File: src/rtl/regfile_wb_pkg.sv
// Shared widths, the write-back FIFO entry type and a one-hot helper for the
// register-file write-back unit.
package regfile_wb_pkg;
    localparam int REG_ADDR_W    = 5;
    localparam int INST_W        = 32;
    localparam int REG_NUM       = 32;
    localparam int WB_FIFO_DEPTH = 2;

    typedef logic [REG_ADDR_W-1:0] reg_addr_t;
    typedef logic [INST_W-1:0]     inst_t;

    localparam inst_t ZERO_WORD = '0;

    typedef struct packed {
        reg_addr_t rd;
        inst_t     data;
    } wb_ent_t;

    function automatic logic [REG_NUM-1:0] reg_onehot(input reg_addr_t r);
        return REG_NUM'(1) << r;
    endfunction
endpackage

File: src/rtl/regfile_wb_if.sv
// Execute-side and register-file-side signals of the write-back unit.
// master = producers/issue/register file, slave = regfile_wb.
interface regfile_wb_if;
    import regfile_wb_pkg::*;

    logic               alu_valid;
    reg_addr_t          alu_rd;
    inst_t              alu_data;
    logic               ml_valid;
    logic               ml_ready;
    reg_addr_t          ml_rd;
    inst_t              ml_data;
    logic               issue_valid;
    logic               issue_long;
    reg_addr_t          issue_rd;
    logic [REG_NUM-1:0] busy;
    logic               wen;
    reg_addr_t          rd_waddr;
    inst_t              rd_wdata;

    modport master (
        output alu_valid, alu_rd, alu_data, ml_valid, ml_rd, ml_data,
               issue_valid, issue_long, issue_rd,
        input  ml_ready, busy, wen, rd_waddr, rd_wdata
    );
    modport slave (
        input  alu_valid, alu_rd, alu_data, ml_valid, ml_rd, ml_data,
               issue_valid, issue_long, issue_rd,
        output ml_ready, busy, wen, rd_waddr, rd_wdata
    );
endinterface

File: src/rtl/regfile_wb_fifo.sv
// Synchronous FIFO for long-latency results. DEPTH must be a power of two so
// the pointers wrap naturally; callers never push when full or pop when empty.
module wb_fifo #(
    parameter int W     = 37,
    parameter int DEPTH = 2
) (
    input  logic         clk,
    input  logic         rstn,
    input  logic         push,
    input  logic [W-1:0] wdata,
    input  logic         pop,
    output logic [W-1:0] rdata,
    output logic         full,
    output logic         empty
);
    localparam int PW = $clog2(DEPTH);
    localparam int CW = $clog2(DEPTH + 1);

    logic [PW-1:0] wr_ptr_q, wr_ptr_d, rd_ptr_q, rd_ptr_d;
    logic [CW-1:0] count_q, count_d;
    logic [W-1:0]  mem_q [DEPTH];

    always_comb begin
        wr_ptr_d = wr_ptr_q + PW'(push);
        rd_ptr_d = rd_ptr_q + PW'(pop);
        count_d  = count_q + CW'(push) - CW'(pop);
    end

    always_ff @(posedge clk or negedge rstn) begin
        if (!rstn) begin
            wr_ptr_q <= '0;
            rd_ptr_q <= '0;
            count_q  <= '0;
        end else begin
            wr_ptr_q <= wr_ptr_d;
            rd_ptr_q <= rd_ptr_d;
            count_q  <= count_d;
        end
    end

    // Payload storage carries no reset; count alone defines validity.
    always_ff @(posedge clk) begin
        if (push) mem_q[wr_ptr_q] <= wdata;
    end

    assign rdata = mem_q[rd_ptr_q];
    assign full  = (count_q == CW'(DEPTH));
    assign empty = (count_q == '0);
endmodule

File: src/rtl/regfile_wb.sv
// Write-back arbiter: ALU results take priority over queued long-latency
// results; a scoreboard tracks registers with outstanding long-latency writes.
module regfile_wb
    import regfile_wb_pkg::*;
#(
    parameter int DEPTH = WB_FIFO_DEPTH
) (
    input  logic         clk,
    input  logic         rstn,
    regfile_wb_if.slave  bus
);
    wb_ent_t            ml_ent, head;
    logic               fifo_full, fifo_empty, push, pop;
    logic               wen_q, wen_d, wb_long_q, wb_long_d;
    reg_addr_t          rd_waddr_q, rd_waddr_d;
    inst_t              rd_wdata_q, rd_wdata_d;
    logic [REG_NUM-1:0] busy_q, busy_d, commit_clr, issue_set, busy_eff;

    assign ml_ent = '{rd: bus.ml_rd, data: bus.ml_data};
    assign push   = bus.ml_valid & ~fifo_full;
    assign pop    = ~bus.alu_valid & ~fifo_empty;

    wb_fifo #(.W($bits(wb_ent_t)), .DEPTH(DEPTH)) u_fifo (
        .clk   (clk),
        .rstn  (rstn),
        .push  (push),
        .wdata (ml_ent),
        .pop   (pop),
        .rdata (head),
        .full  (fifo_full),
        .empty (fifo_empty)
    );

    always_comb begin
        wen_d      = 1'b0;
        wb_long_d  = 1'b0;
        rd_waddr_d = rd_waddr_q;
        rd_wdata_d = rd_wdata_q;
        if (bus.alu_valid) begin
            wen_d      = (bus.alu_rd != '0);
            rd_waddr_d = bus.alu_rd;
            rd_wdata_d = bus.alu_data;
        end else if (!fifo_empty) begin
            wen_d      = (head.rd != '0);
            wb_long_d  = 1'b1;
            rd_waddr_d = head.rd;
            rd_wdata_d = head.data;
        end

        // Set is applied after clear so a same-edge re-issue keeps the bit.
        commit_clr = (wen_q & wb_long_q) ? reg_onehot(rd_waddr_q) : '0;
        issue_set  = (bus.issue_valid & bus.issue_long) ? reg_onehot(bus.issue_rd) : '0;
        busy_d     = (busy_q & ~commit_clr) | issue_set;
        busy_d[0]  = 1'b0;
    end

    always_ff @(posedge clk or negedge rstn) begin
        if (!rstn) begin
            wen_q      <= 1'b0;
            wb_long_q  <= 1'b0;
            rd_waddr_q <= '0;
            rd_wdata_q <= ZERO_WORD;
            busy_q     <= '0;
        end else begin
            wen_q      <= wen_d;
            wb_long_q  <= wb_long_d;
            rd_waddr_q <= rd_waddr_d;
            rd_wdata_q <= rd_wdata_d;
            busy_q     <= busy_d;
        end
    end

    assign bus.ml_ready = ~fifo_full;
    assign bus.busy     = busy_q;
    assign bus.wen      = wen_q;
    assign bus.rd_waddr = rd_waddr_q;
    assign bus.rd_wdata = rd_wdata_q;

    // A register whose write commits at this edge is no longer a hazard.
    assign busy_eff = busy_q & ~commit_clr;

    a_no_busy_issue: assert property (@(posedge clk) disable iff (!rstn)
        !(bus.issue_valid && busy_eff[bus.issue_rd]));
endmodule

File: src/flat_wrapper.sv
// flat-port wrapper written by rule: the top's interface ports become plain ports
module regfile_wb_flat import regfile_wb_pkg::*;
#(
    parameter int DEPTH = WB_FIFO_DEPTH
)
  (clk, rstn, bus_alu_valid, bus_alu_rd, bus_alu_data, bus_ml_valid, bus_ml_rd, bus_ml_data, bus_issue_valid, bus_issue_long, bus_issue_rd, bus_ml_ready, bus_busy, bus_wen, bus_rd_waddr, bus_rd_wdata);
  regfile_wb_if bus_i ();
  input  logic clk;
  input  logic rstn;
  input wire logic [$bits(bus_i.alu_valid)-1:0] bus_alu_valid;
  input wire logic [$bits(bus_i.alu_rd)-1:0] bus_alu_rd;
  input wire logic [$bits(bus_i.alu_data)-1:0] bus_alu_data;
  input wire logic [$bits(bus_i.ml_valid)-1:0] bus_ml_valid;
  input wire logic [$bits(bus_i.ml_rd)-1:0] bus_ml_rd;
  input wire logic [$bits(bus_i.ml_data)-1:0] bus_ml_data;
  input wire logic [$bits(bus_i.issue_valid)-1:0] bus_issue_valid;
  input wire logic [$bits(bus_i.issue_long)-1:0] bus_issue_long;
  input wire logic [$bits(bus_i.issue_rd)-1:0] bus_issue_rd;
  output wire logic [$bits(bus_i.ml_ready)-1:0] bus_ml_ready;
  output wire logic [$bits(bus_i.busy)-1:0] bus_busy;
  output wire logic [$bits(bus_i.wen)-1:0] bus_wen;
  output wire logic [$bits(bus_i.rd_waddr)-1:0] bus_rd_waddr;
  output wire logic [$bits(bus_i.rd_wdata)-1:0] bus_rd_wdata;
  assign bus_i.alu_valid = bus_alu_valid;
  assign bus_i.alu_rd = bus_alu_rd;
  assign bus_i.alu_data = bus_alu_data;
  assign bus_i.ml_valid = bus_ml_valid;
  assign bus_i.ml_rd = bus_ml_rd;
  assign bus_i.ml_data = bus_ml_data;
  assign bus_i.issue_valid = bus_issue_valid;
  assign bus_i.issue_long = bus_issue_long;
  assign bus_i.issue_rd = bus_issue_rd;
  assign bus_ml_ready = bus_i.ml_ready;
  assign bus_busy = bus_i.busy;
  assign bus_wen = bus_i.wen;
  assign bus_rd_waddr = bus_i.rd_waddr;
  assign bus_rd_wdata = bus_i.rd_wdata;
  regfile_wb #(.DEPTH(DEPTH)) u_core (.clk(clk), .rstn(rstn), .bus(bus_i));
endmodule
File: config.mk
export PLATFORM = sky130hd
export DESIGN_NAME = regfile_wb_flat
export DESIGN_NICKNAME = d
export VERILOG_FILES = /design/src/rtl/regfile_wb_pkg.sv /design/src/rtl/regfile_wb_if.sv /design/src/rtl/regfile_wb_fifo.sv /design/src/rtl/regfile_wb.sv /design/src/flat_wrapper.sv
export SDC_FILE = /design/constraint.sdc
export NUM_CORES = 1
export LEC_CHECK = 0
export CAP_MARGIN = 20
export CORE_ASPECT_RATIO = 1.2
export CORE_MARGIN = 1.5
export CORE_UTILIZATION = 53
export DETAILED_ROUTE_END_ITERATION = 8
export HOLD_SLACK_MARGIN = 0.12
export PLACE_DENSITY = 0.94
export SLEW_MARGIN = 20
export SYNTH_ARGS = -nofsm -noshare
export SYNTH_HDL_FRONTEND = slang
export SYNTH_SLANG_ARGS = --single-unit
File: constraint.sdc
create_clock -name clk -period 5.7 [get_ports clk]
set_clock_uncertainty 0.05 [all_clocks]
set_input_delay 0.57 -clock clk [delete_from_list [all_inputs] [get_ports clk]]
set_output_delay 0.57 -clock clk [all_outputs]
set_load 0.02 [all_outputs]
==> results.md <==
* Initial Util at about 55%
* Vias in the first global route at 4351
* Post-synthesis sequential area ratio at about two thirds
* Core Box Area at roughly 11000 um^2
* Clock tree buffer depth at 2
* Port buffer count at 154
* Critical path type: register to primary output
* Period Utilization, post-route at between 40% and 50%
* CP endpoint kind: primary output
* Final #Nets at around 670
* TritonCTS clock tree: done
* Combinational cell fraction of total power at around a third
* Switching power at ~1.4 mW
* Setup_tns at 0 ps
* Detail Placement HPWL at ~9500 um
* LEAKAGE at slightly above 3 nW
* Post-CTS Repair Setup Buffers at 0
* Clock group share of total power at about a quarter
* Top-level I/O count at around 160
* H-tree depth at 4
* Pwr per Cell Area at roughly 510 nW/um^2
* Final ANT Viol Nets at 0
* Global-route wire length before repair at 22000 um
* DIE AREA at around 12000 um^2
* Largest net degree at the start of global routing at between 70 and 80
* Syn_nets at approximately 510
* Final setup fails at 0
* Top-area cell type share of the netlist area at between 30% and 40%
* Worst Tran Pin Value at around 1100 ps
* CP Launch Type: register
* Final Hold Fails at 0
* Pint at 2.87 mW
* Vias/cell at approximately 5.5
* Resize count post-CTS at 0
* Global Route Usage Sum at roughly a quarter
* Cell row count at 42
* Initial antenna violation count at 0
* Sw Share at around 32%
* Post-Synth XOR/XNOR Area at less than 1%
* P&R area growth vs syn at 36.5%
* Setup WS pre-CTS at 3230 ps
* CTS buffer count at 17
* Primary FF master, synth: edfxtp_1
* Period minus WS final at 2300 ps
* Post-layout worst setup margin at roughly 3400 ps
* Drt drc at 0
* Unrepaired setup endpoints after global routing: false
* Grt ovf at 0
* Mux share of post-synthesis cell area at between 10% and 20%
* Worst-Skew Late Latency at a little over 400 ps
* Fmax at ~440 MHz
* Yosys top cell by area: edfxtp_1
* CTS clk-pin slew, worst paths at 60 ps
* Synth Area in Compound Gates at 8.57%
* Area contributors post-synth: edfxtp_1, dfrtp_1, mux2i_1
* Final Power at between 4 and 5 mW
* Fraction of registers with async set/reset at 50.0%
* Post-Synth Adder-Cell Area at less than 1%
* Hold-fix buffers, CTS at 0
* Die Wd at between 100 and 150 um
* Yosys Warn Count at 0
* Worst path arrival time at about 1700 ps
* Total clock sinks at 148
* Layout cells sized above 1 at between 10% and 20%
* Synth Instances at roughly 430
* Fin area at 8250 um^2
* Die H at about 120 um
* Max-cap violations at 0
* N_diodes at 0
* DR WL/cell at 18.6 um
* Worst endpoint required time at between 5000 and 6000 ps
* Vias at 4129
* Max IR drop VDD at 314 uV
* DRT Pass-1 Iters at 4
* Worst hold path type: input port to async pin
* Max-Slew Margin vs Limit at 28.0%
* Max Fanout on Critical Path at 4
* Synth cell count leaders: dfrtp_1, edfxtp_1, o21ai_0, nand2_1, mux2i_1
* Cell at the root of the clock tree: clkbuf_16
* Synth cell types at 33
* #FFs+latches synth at ~150
* Post-Synth Simple-Gate Area at under 10%
* Sequential power share at between 40 and 50%
* Status: finished, final reports clean
* Final RePlAce weighted congestion at just under 0.9
* Total wire length at 14000 um
* Slew Viols, Final at 0
* EDFF count, synth at 74
* Avg Synthesized Cell Area at roughly 14 um^2
* First DRT Iteration DRCs at around 170
* Placed inst area at 7680 um^2
* Largest family of logic cells by synthesized area: multiplexers
* Mapped cell area at 6050 um^2
[stage by stage]
step	hold slack [ps]	util [%]	cells
finish	264	74.4	750
global route	345	74.4	750
CTS	288	74.4	750
detailed placement	447	69.2	718
global placement	435	69.2	718
floorplan	224	-	425
[placed cells by master (no fill, tap or decap), drive strengths merged]
cell / netlist / final
nand3b: 6 / 6
edfxtp: 74 / 74
conb: 1 / 1
o22ai: 1 / 1
nand2b: 1 / 1
or3: 4 / 4
xor2: 1 / 1
nand4: 2 / 2
mux2i: 37 / 37
mux2: 36 / 36
ha: 4 / 4
buf: 10 / 4
o211ai: 1 / 1
or4b: 1 / 1
nand4bb: 1 / 1
clkbuf: 7 / 19
bufinv: 0 / 2
or3b: 5 / 5
clkdlybuf4s50: 0 / 152
nor2: 4 / 4
xnor2: 2 / 2
clkinvlp: 0 / 3
dfrtp: 74 / 74
or4: 2 / 2
nand3: 2 / 2
inv: 4 / 5
nand4b: 4 / 4
clkinv: 0 / 7
o21ai: 99 / 99
nand2: 41 / 41
o311ai: 1 / 1
[worst max-delay path, cell delays in order (launching register included)]
cell and delay (ps):
dfrtp_1 460, nand2b_1 160, clkdlybuf4s50_1 640
[per-layer routing]
| metal | global-route usage [%] | share of wire, % | vias to the layer above |
|---|---|---|---|
| met5 | 0 | 0 | - |
| met4 | 8.80 | 1.4 | 0 |
| met2 | 43.1 | 53 | 214 |
| met3 | 7.40 | 8.7 | 20 |
| li1 | - | - | 1893 |
| met1 | 27.9 | 37 | 2002 |
[registers in the layout, indices dropped and copies added (netlist names)]
signal	count
u_core.bus.busy	31
u_core.bus.wen	1
u_core.bus.rd_waddr	5
u_core.u_fifo.mem_q	74
u_core.u_fifo.rd_ptr_q	1
u_core.bus.rd_wdata	32
u_core.u_fifo.wr_ptr_q	1
u_core.u_fifo.count_q	2
u_core.wb_long_q	1
[logic make-up (layout without fill, tap and decap cells)]
| logic type | count (synthesis) | count (layout) |
|---|---|---|
| compound gates | 102 | 102 |
| mux | 73 | 73 |
| buf+inv | 21 | 192 |
| xor+xnor | 3 | 3 |
| fa+ha+maj | 4 | 4 |
| simple gates | 73 | 73 |
| flops | 148 | 148 |
| other cells | 1 | 1 |
[worst paths after layout]
path	from	end	slack, ps	depth (start not counted)
max	u_core.u_fifo.count_q[0]	bus_ml_ready	3400	2
min	rstn	u_core.bus.busy[23]	260	1
max reg2reg	u_core.u_fifo.rd_ptr_q	u_core.bus.wen	3590	3
min reg2reg	u_core.bus.busy[15]	u_core.bus.busy[15]	460	2
max in group asynchronous	rstn	u_core.u_fifo.rd_ptr_q	4690	1
min in group clk	bus_alu_valid	u_core.wb_long_q	380	2
[power groups by stage]
stage                     registers, mW  clock network [mW]  logic (mW)
final                              1.71                1.07        1.45
after global routing               1.75                1.13        1.55
after CTS                          1.72                1.08        1.46
after detailed placement           1.73                   0        1.45
after global placement             1.70                   0        1.39
after floorplan                    1.84                   0       0.721
[layout make-up]
type                       count  area (um^2)
tap                          154          193
fill                         693         2840
inverter                       4         15.0
sequential                   148         4080
multi-input combinational    256         1840
timing repair buffer         156         1550
clock buffer                  19          443
clock inverter                13          134
Note: power is estimated with default switching activity, not from simulation.
